===== src/rtl/unary_bitstream_decoder.sv =====
// Unary bitstream decoder: counts ones over 2^BITWIDTH enabled samples and
// presents the saturated count through a single-entry valid/ready register.
module unary_bitstream_decoder #(
  parameter int BITWIDTH = 8
) (
  input  logic                iClk,
  input  logic                iRst,
  input  logic                iEn,
  input  logic                iClr,
  input  logic                iBit,
  input  logic                iReady,
  output logic [BITWIDTH-1:0] oData,
  output logic                oValid,
  output logic                oOvf,
  output logic                oBusy
);

  // state | meaning
  // IDLE  | no window open, counters at zero
  // ACCUM | at least one sample taken in the current window
  typedef enum logic {IDLE = 1'b0, ACCUM = 1'b1} state_t;

  state_t state_q, state_d;

  logic [BITWIDTH-1:0] cnt_q, cnt_d;
  logic [BITWIDTH:0]   acc_q, acc_d;
  logic [BITWIDTH-1:0] data_q, data_d;
  logic                valid_q, valid_d;
  logic                ovf_q, ovf_d;

  logic                sample;
  logic                win_end;
  logic                xfer;
  logic [BITWIDTH:0]   sum;
  logic [BITWIDTH-1:0] result;

  assign sample  = iEn & ~iClr;
  assign win_end = sample & (cnt_q == {BITWIDTH{1'b1}});
  assign xfer    = valid_q & iReady;
  assign sum     = acc_q + {{BITWIDTH{1'b0}}, iBit};
  // A window of all ones counts 2^BITWIDTH, which does not fit; clamp it.
  assign result  = sum[BITWIDTH] ? {BITWIDTH{1'b1}} : sum[BITWIDTH-1:0];

  always_ff @(posedge iClk) begin
    if (iRst) begin
      state_q <= IDLE;
      cnt_q   <= '0;
      acc_q   <= '0;
      data_q  <= '0;
      valid_q <= 1'b0;
      ovf_q   <= 1'b0;
    end else begin
      state_q <= state_d;
      cnt_q   <= cnt_d;
      acc_q   <= acc_d;
      data_q  <= data_d;
      valid_q <= valid_d;
      ovf_q   <= ovf_d;
    end
  end

  always_comb begin
    state_d = state_q;
    if (iClr) begin
      state_d = IDLE;
    end else if (iEn) begin
      state_d = win_end ? IDLE : ACCUM;
    end
  end

  always_comb begin
    cnt_d   = cnt_q;
    acc_d   = acc_q;
    data_d  = data_q;
    valid_d = valid_q;
    ovf_d   = ovf_q;
    if (xfer) begin
      valid_d = 1'b0;
    end
    if (iClr) begin
      cnt_d = '0;
      acc_d = '0;
    end else if (iEn) begin
      if (win_end) begin
        cnt_d   = '0;
        acc_d   = '0;
        data_d  = result;
        valid_d = 1'b1;
        // Overwriting a result nobody took this cycle loses it.
        if (valid_q && !iReady) begin
          ovf_d = 1'b1;
        end
      end else begin
        cnt_d = cnt_q + 1'b1;
        acc_d = sum;
      end
    end
  end

  assign oData  = data_q;
  assign oValid = valid_q;
  assign oOvf   = ovf_q;
  assign oBusy  = (state_q == ACCUM);

endmodule


===== config.mk =====
export PLATFORM = sky130hd
export DESIGN_NAME = unary_bitstream_decoder
export DESIGN_NICKNAME = d
export VERILOG_FILES = /design/src/rtl/unary_bitstream_decoder.sv
export SDC_FILE = /design/constraint.sdc
export NUM_CORES = 1
export LEC_CHECK = 0
export BUFFER_PORTS_ARGS = -buffer_cell sky130_fd_sc_hd__buf_2
export CAP_MARGIN = 10
export CORE_MARGIN = 3
export CORE_UTILIZATION = 60
export DETAILED_ROUTE_END_ITERATION = 7
export PLACE_DENSITY = 0.82
export SYNTH_ARGS = -nofsm -noshare
export SYNTH_HDL_FRONTEND = slang
export SYNTH_SLANG_ARGS = --single-unit

===== constraint.sdc =====
create_clock -name iClk -period 4.15 [get_ports iClk]
set_input_delay 0.83 -clock iClk [delete_from_list [all_inputs] [get_ports iClk]]
set_output_delay 0.83 -clock iClk [all_outputs]
set_load 0.005 [all_outputs]

# --- Word level (Yosys, flattened, before mapping) ---
# Cells that the tools add are included.
op_classes:
  n_addsub: 2
  n_mux: 8
  eq_ne: 1
  reduce_logical: 5
  n_bitwise: 4
op_table:
  columns: ["cell", "n"]
  rows:
  - ["$mux 8", 2]
  - ["$add 9x1->9", 1]
  - ["$mux 9", 1]
  - ["$add 8x1->8 const B", 1]
  - ["$eq 8x8->1 const B", 1]
  - ["$mux 1", 5]
  - ["$reduce_and 4->1", 1]
  - ["$and 1x1->1", 3]
  - ["$reduce_and 3->1", 1]
  - ["$reduce_or 2->1", 1]
  - ["$logic_and 1x1->1", 1]
  - ["$logic_not 1->1", 1]
  - ["$not 1->1", 1]
word_totals:
  regBits: 28
  inputBits: 6

# --- Depth between registers and ports, before layout ---
# Gate-level depths: netlist of run 1.
logic_depth:
  depth_word: 6
  mapped_depth: 6
  mapped_depth_nobuf: 6

# --- Least setup slack after synthesis of run 1 ---
# No wires, ideal clock.
synth_path:
  path_type: "input to register"
  from: "in iBit"
  to: "reg data_q[2] (netlist: oData[2])"
  setup_slack_ps: 2174
  path_buffers: 0
  arrival_time_ps: 1834
  stages: 6
  path_cell_list: "ha_1 ha_1 nand3_1 nor2_2 xnor2_2 a311oi_1"
synth_via:
  elab_chain_cells: 2
synth_lines:
  columns: ["element", "line_no", "rtl"]
  rows:
  - ["start: declaration", "10", "input logic iBit,"]
  - ["$add 9x1->9", "40", "assign sum = acc_q + {{BITWIDTH{1'b0}}, iBit};"]
  - ["$mux 8", "42", "assign result = sum[BITWIDTH] ? {BITWIDTH{1'b1}} : sum[BITWIDTH-1:0];"]
  - ["end signal: assignment", "56", "data_q <= data_d;"]
  - ["end: declaration", "27", "logic [BITWIDTH-1:0] data_q, data_d;"]
# No other way between the ends.
# A chain may end at the register's enable or synchronous reset.

# --- Final worst setup path of run 1 ---
layout_path:
  from: "in iEn"
  to: "reg data_q[7] (netlist: oData[7])"
layout_via:
  elab_chain_cells: 3
layout_lines:
  columns: ["element", "line_no", "rtl"]
  rows:
  - ["start: declaration", "8", "input logic iEn,"]
  - ["$and 1x1->1", "37", "assign sample = iEn & ~iClr;"]
  - ["$and 1x1->1", "38", "assign win_end = sample & (cnt_q == {BITWIDTH{1'b1}});"]
  - ["$reduce_and 3->1 (no source line) (*)", null, null]
# Mark *: on every way between the ends. The rest lies on a longest branch, timed or not.

==> results of run 1 <==
==> state kept, by name (all words and copies together) (netlist names) <==
| name | count |
|---|---|
| acc_q | 9 |
| cnt_q | 8 |
| oBusy | 1 |
| oValid | 1 |
| oOvf | 1 |
| oData | 8 |
==> worst max-delay path, delay by kind of cell <==
family | cells | cell delay, ns
AOI/OAI and AO/OA | 1 | 0.27
and+or+nand+nor | 3 | 0.85
buffers and inverters | 1 | 0.27
==> cell families after synthesis <==
family | share of synthesized area
and+or+nand+nor | 0.268
AOI/OAI and AO/OA | 0.162
DFF | 0.424
xor gates and xnor gates | 0.0720
buffers and inverters | 0.0379
adders and majority gates | 0.0284
muxes | 0.00758
==> power breakdown <==
part	switching, mW	internal (mW)	total, mW
combinational	0.0139	0.00691	0.0208
clock	0.0792	0.0538	0.133
sequential	0.00126	0.270	0.272
==> cells in the final DEF (no fill, tap or decap), types with 2 or more instances in the layout <==
master,instances
a21oi_1,4
a311oi_1,3
a31o_2,2
a31oi_1,4
buf_2,16
clkbuf_4,3
dfxtp_1,28
ha_1,3
nand2_1,16
nand3_1,7
nand4_1,3
nor2_1,18
nor2_2,4
nor4_1,2
o211ai_1,3
o21ai_0,2
o21bai_1,3
o22ai_1,4
or3_1,6
xnor2_1,4
xor2_1,5
==> synthesized netlist by cell type (all sizes together), types with 3 or more instances <==
master / n / area [um2]
or3: 6 / 37.5
o211ai: 3 / 22.5
o21ai: 3 / 18.8
xor2: 5 / 43.8
nand4: 5 / 52.6
a31oi: 4 / 25.0
nand2: 16 / 60.1
buf: 5 / 38.8
a311oi: 3 / 26.3
o22ai: 4 / 25.0
o21bai: 3 / 22.5
dfxtp: 28 / 561
a21oi: 5 / 28.8
nor2: 23 / 104
nand3: 7 / 35.0
ha: 3 / 37.5
xnor2: 5 / 51.3
==> stage by stage <==
step | cells | setup WS, ns | total power, mW | util | hold WS [ns]
2_1_floorplan | 145 | 2.17 | 0.291 | - | 0.449
3_3_place_gp | 181 | 1.89 | 0.297 | 0.687 | 0.446
3_5_place_dp | 181 | 1.82 | 0.298 | 0.687 | 0.463
4_1_cts | 185 | 2.16 | 0.426 | 0.705 | 0.485
5_1_grt | 185 | 1.97 | 0.437 | 0.705 | 0.528
6_report | 185 | 2.17 | 0.425 | 0.705 | 0.482
==> cell type report <==
type	instances	area share
inverters	1	0.00263
repair buffers	16	0.0562
clock buffers	4	0.0255
flip-flops and latches	28	0.393
multi-input cells	109	0.499
well taps	27	0.0237
==> final timing paths <==
kind / from / endpoint
worst max-delay path: iEn / oData[7]$_SDFFE_PP0P_
worst min-delay path: oBusy$_SDFFE_PP0P_ / oBusy$_SDFFE_PP0P_
worst max register to register: cnt_q[0]$_SDFFE_PP0P_ / oData[7]$_SDFFE_PP0P_
worst min register to register: oBusy$_SDFFE_PP0P_ / oBusy$_SDFFE_PP0P_
==> metal layers <==
| layer | vias up | part of all wire |
|---|---|---|
| li1 | 550 | - |
| met1 | 505 | 0.42 |
| met2 | 40 | 0.49 |
| met3 | 5 | 0.069 |
| met4 | 0 | 0.015 |
| met5 | - | 0 |
==> metrics.txt, run 1 <==
TritonCTS clock tree=done; synth warn=0; met3 Use GR=0.0254; Max stage delay on crit path=0.51 ns; startpoint types=input pin; static leakage=0.530 nW; WP data required=4.40 ns; I/O pin cnt=17; CP max FO=16; width of the chip=52.9 um; Synth Instances=145; routability cong.=0.830; Setup violations, final=0; CP endpoint kind=flip-flop; CTS Buffer Depth=2; Unique masters post-synth=41; DRT iter0 DRCs=41; Filler cells=162; post-route ant nets=0; Placed Area=0.00139 mm2; Post-Route WL=2.60 mm; met2 GRT Util=0.372; Root Buffer=clkbuf_4; area occupied by multi-input gates=711 um2; clock sink count=28; Slew Limit Fails=0; n_diodes=0; Port Buffer Count=16; DR WL/cell=14.0 um; Slew Limit Headroom=0.655; syn avg cell area=9.11 um2; Worst Max-Slew Pin Slew=0.515 ns; GR Overflow Total=0; max frequency=504 MHz; Die Area=0.00280 mm2; DR vias/cell=5.95; Slowest-stage cell, CP=nor3_4; total of max-cap violations=0; clock-pin slew on the worst setup and hold paths=0.14 ns; CTS buffer count=3; Max IR drop VDD=0.212 mV; Post-synth ARST share=0; pwr dens=298 mW/mm2; WS Path Type=in2reg; M1 GR Usage=0.262; Skew-Pair Late Insertion Delay=0.33 ns; H-tree depth=1; Core ar.=0.00202 mm2; period utilization=0.478; FP Rows=16; Worst Path Arrival=2.23 ns; Top Usage Layer GRT=met2; TNS Setup=0 ns; register area=561 um2; outcome=completed; RSZ-0062 raised after global routing=no; post-route cell area=0.00143 mm2; pin count of the biggest net entering global routing=17; Synth Flop Type=dfxtp_1; initial core utilization=0.653; post-CTS setup buffer count=0; min Tclk post-route=1.98 ns; mapped cell area=0.00132 mm2; initial antenna violation count=0; final number of hold-violating endpoints=0; type of the most critical hold path=reg2reg; Post-CTS Hold Buffers=0; Global Route Usage Sum=0.210; skew final=0.00591 ns; vias=1,100; Seq/Total Area, Yosys=0.424; first-pass GRT wire length=4.45 mm; fraction of layout instances using a drive strength above 1=0.228; Seq cells post-synth=28; CP Cell Sequence=buf_2, nand4_4, nor3_4, nor2_1, a311oi_1; CTS resizes=0; HPWL Detailed=1.93 mm; EDFF count, synth=0; vias in the first global route=1,048; drt first pass iters=4; Layout area overhead=7.86%; DRC=0; fin nets=168; Reg2Reg Setup Slack=2.29 ns; Min-Delay Path Depth=2; Post-Syn Nets=154; worst-case reg-to-reg path depth=5; Die Y=52.9 um
(Power assumes the default switching activity.)
==> run 2, diff against run 1 <==
- CORE_UTILIZATION: 60 -> 50
- PLACE_DENSITY: 0.82 -> 0.73
- clock period: 4.15 -> 1.8 ns (I/O delays scaled with it)
==> metrics.txt, run 2 (synthesis gave the netlist of run 1 again) <==
post-route ant nets=0; fin nets=177; Clk network pwr share=0.311; width of the chip=57.4 um; skew final=0.00259 ns; most frequent cells in the layout=dfxtp_1 (28), nor2_1 (18), nand2_1 (16), buf_2 (16), buf_4 (8); min Tclk post-route=1.61 ns; switching fraction of total power=0.223; DRC=0; Final Core Density=0.606; Biggest register=acc_q; fraction of layout instances using a drive strength above 1=0.275; CTS Buffer Depth=2; first-pass GRT wire length=4.73 mm; number of standard cells in the final layout excluding fillers=197; Slew Limit Fails=0; Root Buffer=clkbuf_4; TNS Setup=0 ns; period utilization=0.896; Die Y=57.4 um; Post-CTS Hold Buffers=0; type of the most critical hold path=in2reg; power share of the combinational group=0.056; Skew-Pair Late Insertion Delay=0.32 ns; Worst Path Arrival=1.86 ns; GR Overflow Total=0; Slew Limit Headroom=0.813; FP Rows=18; pin count of the biggest net entering global routing=16; pwr dens=653 mW/mm2; Core ar.=0.00250 mm2; DR vias/cell=5.72; WS Path Type=reg2reg; Max IR drop VDD=0.382 mV; RSZ-0062 raised after global routing=no; Die Area=0.00330 mm2; initial antenna violation count=0; final number of hold-violating endpoints=0; vias in the first global route=1,110; Post-Route WL=2.61 mm; Psw=220 uW; WP data required=2.05 ns; Setup violations, final=0; drt first pass iters=4; Layout area overhead=14.6%; CP endpoint kind=flip-flop; DRT iter0 DRCs=28; total of max-cap violations=0; CP max FO=6; clock-pin slew on the worst setup and hold paths=0.15 ns; I/O pin cnt=17; outcome=completed; H-tree depth=1; TritonCTS clock tree=done; max frequency=620 MHz; HPWL Detailed=1.98 mm; vias=1,126; Port Buffer Count=16; max reg flops=9; static leakage=0.578 nW; Tot Pwr=988 uW; Worst Max-Slew Pin Slew=0.280 ns; commonest non-fill, non-tap cell in the layout=dfxtp_1; DR WL/cell=13.2 um; initial core utilization=0.529; CTS buffer count=3; Flop pwr share=0.633; clock sink count=28; Post-Place Cells=192; n_diodes=0; Global Route Usage Sum=0.177; startpoint types=flip-flop; routability cong.=0.879; internal cell power=768 uW
==> run 2: changes by cell type in the layout (fill, tap and decap cells not counted) <==
| cell | previous run | this run |
|---|---|---|
| or3_4 | 0 | 1 |
| buf_12 | 0 | 1 |
| or3_1 | 6 | 5 |
| buf_4 | 0 | 8 |
==> run 2: what timing repair did <==
| action | 4_1_cts | 5_1_grt |
|---|---|---|
| setup buffers | 0 | 1 |
| setup endpoints to repair | 0 | 7 |
| resized for setup | 0 | 1 |
==> run 2: metrics by stage <==
step / hold slack, ns / worst slack [ns] / area, um2
after global placement: 0.445 / 0.123 / 1450
after CTS: 0.314 / 0.0713 / 1490
after detailed placement: 0.456 / 0.0639 / 1450
after floorplan: 0.449 / 0.255 / 1320
after global routing: 0.319 / 0.0383 / 1510
final: 0.334 / 0.186 / 1510
==> run 2: power groups by stage <==
| stage | registers (mW) | logic [mW] | clock network, mW |
|---|---|---|---|
| 6_report | 0.625 | 0.0552 | 0.308 |
| 5_1_grt | 0.626 | 0.0617 | 0.340 |
| 4_1_cts | 0.625 | 0.0553 | 0.319 |
| 3_5_place_dp | 0.639 | 0.0554 | 0 |
| 3_3_place_gp | 0.639 | 0.0541 | 0 |
| 2_1_floorplan | 0.639 | 0.0326 | 0 |
==> run 2: metal layers <==
metal,vias up,global-route usage,part of all wire
li1,570,-,-
met1,529,0.206,0.45
met2,23,0.318,0.49
met3,4,0.0249,0.043
met4,0,0.0795,0.013
met5,-,0,0
==> run 2: final timing paths <==
path	from	end	slack (ns)	cells after the start
setup reg to reg	acc_q[0]$_SDFFE_PP0P_	oData[5]$_SDFFE_PP0P_	0.19	7
hold / removal	iReady	oValid$_SDFF_PP0_	0.33	3
setup / recovery	acc_q[0]$_SDFFE_PP0P_	oData[5]$_SDFFE_PP0P_	0.19	7
hold reg to reg	oBusy$_SDFFE_PP0P_	oBusy$_SDFFE_PP0P_	0.48	2
==> run 2: cell type report <==
| type | count | area [um2] |
|---|---|---|
| clock buffer | 4 | 36.3 |
| fill | 228 | 986 |
| inverter | 1 | 3.75 |
| multi-input combinational | 109 | 716 |
| sequential | 28 | 561 |
| tap | 30 | 37.5 |
| timing repair buffer | 25 | 160 |
==> run 2: worst max-delay path, stage by stage, from the launching register on <==
cell and delay, ns:
dfxtp_1 0.36, ha_1 0.18, ha_1 0.27, nand3_1 0.12, nor2_2 0.14, xnor2_2 0.08
buf_4 0.15, a311oi_1 0.24
